File: config.mk
export PLATFORM = sky130hd
export DESIGN_NAME = proc_io_csr
export DESIGN_NICKNAME = d
export VERILOG_FILES = /design/src/rtl/proc_io_pkg.sv /design/src/rtl/io_sync.sv /design/src/rtl/proc_io_csr.sv
export SDC_FILE = /design/constraint.sdc
export NUM_CORES = 1
export LEC_CHECK = 0
export CORE_ASPECT_RATIO = 1.4
export CORE_UTILIZATION = 26
export DETAILED_ROUTE_END_ITERATION = 12
export SLEW_MARGIN = 20
export SYNTH_ARGS = -nofsm -noshare
export SYNTH_HDL_FRONTEND = slang
export SYNTH_HIERARCHICAL = 1
export SYNTH_SLANG_ARGS = --single-unit
File: constraint.sdc
create_clock -name clk -period 2.2 [get_ports clk]
set_clock_uncertainty 0.15 [all_clocks]
set_input_delay 0.44 -clock clk [delete_from_list [all_inputs] [get_ports clk]]
set_output_delay 0.44 -clock clk [all_outputs]
set_load 0.03 [all_outputs]
File: src/rtl/proc_io_pkg.sv
// Shared CSR map and address-decode helpers for the TinyRV1 CSR I/O unit.
package proc_io_pkg;

  localparam logic [11:0] CSR_OUT_BASE   = 12'h7C0;
  localparam logic [11:0] CSR_IN_BASE    = 12'hFC0;
  localparam logic [11:0] CSR_MCYCLE     = 12'hC00;
  localparam logic [11:0] CSR_MCYCLE_H   = 12'hC80;
  localparam logic [11:0] CSR_MINSTRET   = 12'hC02;
  localparam logic [11:0] CSR_MINSTRET_H = 12'hC82;

  typedef enum logic [2:0] {
    RD_NONE,
    RD_OUT,
    RD_IN,
    RD_MCYCLE,
    RD_MCYCLE_H,
    RD_MINSTRET,
    RD_MINSTRET_H
  } rd_src_e;

  typedef struct packed {
    logic       valid;
    logic [3:0] idx;
  } csr_idx_t;

  // A 16-entry window at base; only the first n entries are populated.
  function automatic csr_idx_t decode_idx(input logic [11:0] addr, input logic [11:0] base,
                                          input int unsigned n);
    csr_idx_t r;
    r.idx   = addr[3:0];
    r.valid = (addr[11:4] == base[11:4]) && ({28'd0, addr[3:0]} < n);
    return r;
  endfunction

  function automatic csr_idx_t is_out(input logic [11:0] addr, input int unsigned n);
    return decode_idx(addr, CSR_OUT_BASE, n);
  endfunction

  function automatic csr_idx_t is_in(input logic [11:0] addr, input int unsigned n);
    return decode_idx(addr, CSR_IN_BASE, n);
  endfunction

endpackage

File: src/rtl/io_sync.sv
// Multi-flop synchroniser for one asynchronous input channel.
module io_sync #(
  parameter int unsigned W      = 32,
  parameter int unsigned STAGES = 2
) (
  input  logic         clk,
  input  logic         rst,
  input  logic [W-1:0] d,
  output logic [W-1:0] q
);

  logic [W-1:0] stage_q [STAGES];
  logic [W-1:0] stage_d [STAGES];

  always_comb begin
    stage_d[0] = d;
    for (int unsigned s = 1; s < STAGES; s++) begin
      stage_d[s] = stage_q[s-1];
    end
  end

  always_ff @(posedge clk or negedge rst) begin
    if (!rst) begin
      for (int unsigned s = 0; s < STAGES; s++) begin
        stage_q[s] <= '0;
      end
    end else begin
      for (int unsigned s = 0; s < STAGES; s++) begin
        stage_q[s] <= stage_d[s];
      end
    end
  end

  assign q = stage_q[STAGES-1];

endmodule

File: src/rtl/proc_io_csr.sv
// TinyRV1 CSR I/O unit: output registers, synchronised inputs, mcycle/minstret.
module proc_io_csr
  import proc_io_pkg::*;
#(
  parameter int unsigned NUM_IN      = 3,
  parameter int unsigned NUM_OUT     = 3,
  parameter int unsigned SYNC_STAGES = 2,
  parameter int unsigned CNT_W       = 64
) (
  input  logic                  clk,
  input  logic                  rst,
  input  logic                  csr_val,
  input  logic                  csr_wen,
  input  logic [11:0]           csr_addr,
  input  logic [31:0]           csr_wdata,
  output logic [31:0]           csr_rdata,
  output logic                  csr_err,
  input  logic                  retire,
  input  logic [NUM_IN*32-1:0]  in_data,
  output logic [NUM_OUT*32-1:0] out_data,
  output logic [NUM_OUT-1:0]    out_strobe
);

  logic [CNT_W-1:0]   mcycle_q, mcycle_d;
  logic [CNT_W-1:0]   minstret_q, minstret_d;
  logic [31:0]        out_q [NUM_OUT];
  logic [31:0]        out_d [NUM_OUT];
  logic [NUM_OUT-1:0] strobe_q, strobe_d;
  logic               err_q, err_d;
  logic [31:0]        in_sync [NUM_IN];

  csr_idx_t out_hit, in_hit;
  rd_src_e  rd_src;
  logic     rd_en, wr_en, legal;

  for (genvar g = 0; g < NUM_IN; g++) begin : g_in
    io_sync #(.W(32), .STAGES(SYNC_STAGES)) u_sync (
      .clk (clk),
      .rst (rst),
      .d   (in_data[32*g +: 32]),
      .q   (in_sync[g])
    );
  end

  for (genvar g = 0; g < NUM_OUT; g++) begin : g_out
    assign out_data[32*g +: 32] = out_q[g];
  end

  always_comb begin
    out_hit = is_out(csr_addr, NUM_OUT);
    in_hit  = is_in(csr_addr, NUM_IN);
    rd_en   = csr_val & ~csr_wen;
    wr_en   = csr_val & csr_wen;
    rd_src  = RD_NONE;
    if (out_hit.valid) begin
      rd_src = RD_OUT;
    end else if (in_hit.valid) begin
      rd_src = RD_IN;
    end else begin
      case (csr_addr)
        CSR_MCYCLE:     rd_src = RD_MCYCLE;
        CSR_MCYCLE_H:   rd_src = RD_MCYCLE_H;
        CSR_MINSTRET:   rd_src = RD_MINSTRET;
        CSR_MINSTRET_H: rd_src = RD_MINSTRET_H;
        default:        rd_src = RD_NONE;
      endcase
    end
    // Only output registers are writable; every mapped address is readable.
    legal = wr_en ? out_hit.valid : (rd_src != RD_NONE);
    err_d = csr_val & ~legal;
  end

  // Read mux sees only registered state, so a same-cycle write or increment is not visible.
  always_comb begin
    csr_rdata = '0;
    if (rd_en) begin
      case (rd_src)
        RD_OUT: begin
          for (int unsigned i = 0; i < NUM_OUT; i++) begin
            if (out_hit.idx == 4'(i)) csr_rdata = out_q[i];
          end
        end
        RD_IN: begin
          for (int unsigned i = 0; i < NUM_IN; i++) begin
            if (in_hit.idx == 4'(i)) csr_rdata = in_sync[i];
          end
        end
        RD_MCYCLE:     csr_rdata = mcycle_q[31:0];
        RD_MCYCLE_H:   csr_rdata = 32'(mcycle_q >> 32);
        RD_MINSTRET:   csr_rdata = minstret_q[31:0];
        RD_MINSTRET_H: csr_rdata = 32'(minstret_q >> 32);
        default:       csr_rdata = '0;
      endcase
    end
  end

  always_comb begin
    mcycle_d   = mcycle_q + CNT_W'(1);
    minstret_d = retire ? minstret_q + CNT_W'(1) : minstret_q;
    strobe_d   = '0;
    for (int unsigned i = 0; i < NUM_OUT; i++) begin
      out_d[i] = out_q[i];
      if (wr_en && out_hit.valid && (out_hit.idx == 4'(i))) begin
        out_d[i]    = csr_wdata;
        strobe_d[i] = 1'b1;
      end
    end
  end

  always_ff @(posedge clk or negedge rst) begin
    if (!rst) begin
      mcycle_q   <= '0;
      minstret_q <= '0;
      strobe_q   <= '0;
      err_q      <= 1'b0;
      for (int unsigned i = 0; i < NUM_OUT; i++) begin
        out_q[i] <= '0;
      end
    end else begin
      mcycle_q   <= mcycle_d;
      minstret_q <= minstret_d;
      strobe_q   <= strobe_d;
      err_q      <= err_d;
      for (int unsigned i = 0; i < NUM_OUT; i++) begin
        out_q[i] <= out_d[i];
      end
    end
  end

  assign out_strobe = strobe_q;
  assign csr_err    = err_q;

endmodule

Word level (Yosys, flattened, before mapping):

Index checks and enable logic that the tools add are counted.

* register bits after elaboration: 420
* bits in latches: 0
* memory bits (writable): 0
* memory bits (read-only): 0
* logic and storage cells: 58
* memories: 0

* $add $sub $neg: 2
* $mul: 0
* div/mod/pow operators: 0
* magnitude comparators: 1
* eq/ne operators: 14
* shift-type cells: 0
* mux-type cells: 15
* bitwise logic cells: 5
* reduce and logical (&&, ||, !) cells: 8

Operators by type and width (number)
* two-way mux 32 bit: 7
* case mux 32 bit (6 select lines): 1
* adder 64 x 1 -> 64 bit (second input constant): 2
* equality test 12 bit (second input constant): 4
* case mux 3 bit (4 select lines): 1
* equality test 3 bit (second input constant): 3
* equality test 8 x 7 -> 1 bit (second input constant): 1
* equality test 8 bit (second input constant): 1
* equality test 3 x 2 -> 1 bit (second input constant): 2
* logical AND 1 bit: 6
* two-way mux 3 bit: 2
* equality test 4 x 1 -> 1 bit (second input constant): 1
* equality test 4 x 2 -> 1 bit (second input constant): 1
* zero test 4 bit: 1
* less-than comparator 4 x 2 -> 1 bit (second input constant): 1
* two-way mux 1 bit: 4
* AND 1 bit: 3
* equality test 3 x 1 -> 1 bit (second input constant): 1
* nonzero test 3 bit: 1
* inverter 1 bit: 2

Logic depth before layout (Yosys ltp):

* depth after elaboration: 8
* mapped depth: 7

Hierarchy:

The synthesis kept the hierarchy.

By module, submodules not included
* proc_io_csr: times used 1, cells each 1154, area each 12797.3 um^2
* io_sync: times used 3, cells each 64, area each 1601.5 um^2

Worst setup path before layout:

No wires, ideal clock.

* kind: input to output
* start point: input port csr_addr[7]
* end point: output port csr_rdata[10]
* arrival time: 2.160 ns
* setup slack: -0.550 ns
* cell stages on the path: 5
* buffers on the path: 2
* cell sequence: buf_2 -> buf_1 -> mux4_2 -> inv_1 -> o21ai_0

* cells in the longest elaborated chain, start to end: 7
* elaborated cells between the ends (all ways): 19
* classes of those cells: 12 x eq/ne; 5 x mux; 2 x reduce/logical

RTL lines
* start, declared: RTL line proc_io_csr.sv:14 `input logic [11:0] csr_addr,`
* equality test 12 bit or equality test 8 bit (tied branches): RTL line proc_io_csr.sv:60, proc_io_pkg.sv:31
* case mux 3 bit (4 select lines) or logical AND 1 bit (tied branches): RTL line proc_io_csr.sv:60, proc_io_pkg.sv:31
* two-way mux 3 bit: RTL line proc_io_csr.sv:57 `end else if (in_hit.valid) begin`
* two-way mux 3 bit *: RTL line proc_io_csr.sv:55 `if (out_hit.valid) begin`
* equality test 3 bit (tied with other cells): RTL line proc_io_csr.sv:77 `case (rd_src)`
* case mux 32 bit (6 select lines) *: RTL line proc_io_csr.sv:77
* two-way mux 32 bit *: RTL line proc_io_csr.sv:76 `if (rd_en) begin`
* end, declared: RTL line proc_io_csr.sv:16 `output logic [31:0] csr_rdata,`

Every way passes the cells marked *; elsewhere a longest branch is shown, timed or not.

Worst setup path in the final report:

* start point: register out_q (netlist bit out_data[10])
* end point: output port csr_rdata[10]

* cells in the longest elaborated chain, start to end: 5

RTL lines
* start, declared: RTL line proc_io_csr.sv:26 `logic [31:0] out_q [NUM_OUT];`
* start signal, assigned by index: RTL line proc_io_csr.sv:125 `out_q[i] <= out_d[i];`
* two-way mux 32 bit (3 in series): RTL line proc_io_csr.sv:80 `if (out_hit.idx == 4'(i)) csr_rdata = out_q[i];`
* case mux 32 bit (6 select lines): RTL line proc_io_csr.sv:77
* two-way mux 32 bit: RTL line proc_io_csr.sv:76

Every way passes these cells.

==> impl_results.md <==
* Run status: complete, but fails checks
* Failing checks: negative setup slack
* Reg power frac at 47.1%
* CP cell instances: mux2_4 -> mux2i_1 -> nor2_1 -> o211ai_1 -> o21ai_4 -> buf_12
* Fill cell total of the finished layout at 6,159
* Number of antenna violations at the first check in global routing at 8
* Setup slack after layout at -0.493 ns
* Pint at 0.0133 W
* Rel. slew slack at 65.7%
* Floorplan Core Area at 66,800 um2
* Deepest level of the CTS H-tree at 2
* Via count of the first global-routing pass at 13.9k
* Classification of the worst setup path: reg2out
* CP Capture Type: primary output
* Port-buffer cells at 276
* Setup violation total in the final timing report at 34
* Die width at 222 um
* Post-synthesis area per instance at between 10 and 15 um2
* Initial Util at 26.3%
* Lkg Pwr at 12.2 nW
* Placer's final routability congestion estimate at about 0.9
* Fraction of registers with async set/reset at 100%
* Post-Route Hold Slack at 0.0373 ns
* Post-layout total power at between 0.015 and 0.02 W
* FMAX at roughly 0.37 GHz
* Endpoint of the worst hold path: csr_err
* Vias/cell at 4.76
* Die outline height at 310 um
* Maximum number of pins on one net before global-route repair at 86
* Post-synthesis cell count at 1,346
* Initial DRC count at 741
* Setup slack of the worst register-to-register path at -0.01 ns
* FF-to-FF Start: minstret_q[22]
* Area growth syn-to-layout at 50.0%
* Top flip-flop cell by instance count after synthesis: sky130_fd_sc_hd__dfrtp_1
* Number of standard cells in the layout, taps in and fillers out at roughly 2.7k
* Critical-path cell with the highest stage delay: sky130_fd_sc_hd__o211ai_1
* Number of unique standard cell types used by synthesis at 45
* Power per standard cell area at 651 nW/um2
* Arrival time of the worst setup path at 2.10 ns
* Root buffer cell: sky130_fd_sc_hd__clkbuf_16
* Post-CTS clock slew at the launch and capture registers of the worst setup and hold paths at 0.06 ns
* Hold WC Path Type: in2reg
* Total Routed Length at 59,000 um
* Detailed-routing iteration count for the pre-antenna-repair pass at 5
* Sequential share of the synthesized area at between 50% and 60%
* RSZ-0062 raised after global routing: yes
* Reg-to-Reg End: minstret_q[44]
* Warnings from Yosys at 6
* Total placed cells including tap cells at 2,575
* CP bufs+invs at 1
* Sink Count at 420
* Combined area of all synthesized cells at approximately 18,000 um2
* Count of final hold-check violations at 0
* Power spent charging and discharging nets at around 0.0039 W
* Post-synth EDFFs at 0
* Required time of the critical path at 1.61 ns
* WL/cell at 21.5 um
* Period minus WS final at 2.69 ns
* Clock latency on the worst-skew pair at 0.55 ns
* Peak ir drop on the vdd network at 0.000615 V
* Clock tree from TritonCTS: built
* Worst reg2reg path depth at 6
* Routed Antenna Nets at 0
* Wire length of the first global-routing pass at 88,700 um
* Number of top-level design ports at 277
* Cell family with the largest share of critical-path delay: compound AO/OA/AOI/OAI gates
* Hold Path Depth at 2
* Number of buffers created by CTS at 42
* Routed via count at ~13k
* Sw Ratio at 22.4%
* Half-perimeter wire length after placement at roughly 41,000 um
* Maximum single-stage delay on the critical path at 0.41 ns
* Worst Path Max Fanout at 2
* Number of nets in the finished design at 2,002
* Setup crit start kind: flip-flop
* Number of max-slew violations in the final report at 0
* Part of the total power dissipated in combinational logic at roughly 8%
* Overall die area at approximately 69,000 um2
* Largest buffer count on any clock path at 3
* Minimum setup slack after placement at -0.834 ns
* Fraction of layout instances using a drive strength above 1 at 35.5%
* Count of unresolved DRC violations after routing at 0
* Final Cycle Share at 122%
* Final Util at between 30% and 40%
* Worst Hold Launch: csr_addr[5]
* Placement row count at about 110
* Flip-flop and latch count after synthesis at 420
* Worst-Margin Slew at 0.514 ns
* Remaining global-route overflow at 0
* Max_cap viols at 0
* Global router's overall resource usage at 17.1%
* Syn Nets at 1,493
* Clock Power Share at 44.9%
-- per-stage QoR --
stage / cell area, um2 / setup TNS [ns]
4_1_cts: 26100 / -13.21
2_1_floorplan: 18000 / -2.75
5_1_grt: 26400 / -15.29
3_5_place_dp: 23300 / -91.11
6_report: 26400 / -12.37
3_3_place_gp: 23300 / -87.76
-- layout make-up --
| cell class | instances | area, um2 | share of cell area (%) |
|---|---|---|---|
| antenna | 7 | 17.5 | 0.0663 |
| timing repair buffer | 526 | 5610 | 21.2 |
| clock buffer | 55 | 1190 | 4.51 |
| sequential | 420 | 10500 | 39.8 |
| clock inverter | 18 | 283 | 1.07 |
| inverter | 48 | 180 | 0.682 |
| multi-input combinational | 817 | 7540 | 28.6 |
| tap | 855 | 1070 | 4.05 |
-- cells in the mapped netlist (all sizes together) (2+ instances only) --
library cell | number | area [um2]
or2 | 2 | 12.5
nand4 | 58 | 397
dfrtp | 420 | 10500
nor4 | 12 | 133
xor2 | 48 | 420
nand2 | 43 | 161
mux4 | 32 | 724
nor3 | 21 | 125
a21oi | 64 | 320
mux2 | 159 | 1790
buf | 25 | 141
and2 | 8 | 51.3
nand3 | 39 | 195
nor3b | 2 | 15.0
inv | 48 | 180
xnor2 | 77 | 674
nor4b | 2 | 38.8
mux2i | 32 | 320
o211ai | 33 | 248
nor2 | 82 | 308
and4 | 12 | 106
a211oi | 31 | 233
and3 | 20 | 130
o21ai | 33 | 165
ha | 2 | 25.0
clkbuf | 36 | 135
-- worst max path at each step --
| stage | start | to | slack (ns) | cells past startpoint |
|---|---|---|---|---|
| 3_5_place_dp | csr_addr[3] | csr_rdata[24] | -0.83 | 10 |
| 4_1_cts | g_in[0].u_sync/q[21] | csr_rdata[21] | -0.49 | 6 |
| 6_report | out_data[10] | csr_rdata[10] | -0.49 | 6 |
| 2_1_floorplan | csr_addr[3] | csr_rdata[10] | -0.09 | 5 |
| 3_3_place_gp | csr_addr[3] | csr_rdata[31] | -0.84 | 11 |
| 5_1_grt | out_data[10] | csr_rdata[10] | -0.59 | 6 |
-- kinds of logic after synthesis --
logic type               count (synthesis)  synth area share (%)
AO/OA/AOI/OAI                          162                  5.54
XOR/XNOR                               125                  6.22
adder cells (fa/ha/maj)                  2                 0.142
buffers and inverters                  109                  2.59
flip-flops                             420                  59.7
multiplexers                           223                  16.1
AND/OR/NAND/NOR                        305                  9.69
-- per-layer routing --
layer	wire (um)	track usage, %	vias up
li1	-	-	5826
met1	23200	20.2	6781
met2	30900	30.5	353
met3	2810	3.22	107
met4	1990	7.09	2
met5	10	0	-
-- power groups by stage --
stage,Clock (W),Combinational (W),Sequential [W]
floorplan,0,0.000448,0.00819
global placement,0,0.00115,0.00822
detailed placement,0,0.00118,0.00823
CTS,0.00792,0.00135,0.00809
global route,0.00819,0.00147,0.00811
finish,0.00772,0.00137,0.00809
-- placed cells by master (no fill, tap or decap), types with 52 or more instances in the layout --
master / n
sky130_fd_sc_hd__a21oi_1: 52
sky130_fd_sc_hd__buf_12: 63
sky130_fd_sc_hd__buf_4: 174
sky130_fd_sc_hd__clkdlybuf4s50_1: 131
sky130_fd_sc_hd__dfrtp_1: 418
sky130_fd_sc_hd__dlygate4sd2_1: 100
sky130_fd_sc_hd__mux2_2: 110
sky130_fd_sc_hd__nand4_1: 54
sky130_fd_sc_hd__nor2_1: 81
sky130_fd_sc_hd__xnor2_1: 75
-- registers in the layout, indices dropped and copies added (netlist names) --
signal               cells
g_in.u_sync/q           96
g_in.u_sync/stage_d     96
out_data                96
mcycle_q                64
minstret_q              64
out_strobe               3
csr_err                  1
-- what timing repair did --
item                       in CTS  in global routing
resized for setup             248                 73
setup buffers                  61                 24
hold buffers                    2                  0
hold endpoints to repair       74                  0
pin swaps                      52                 60
setup endpoints to repair     189                 51
gates cloned                   13                  1
No activity file was read; power rests on OpenSTA's default activity.
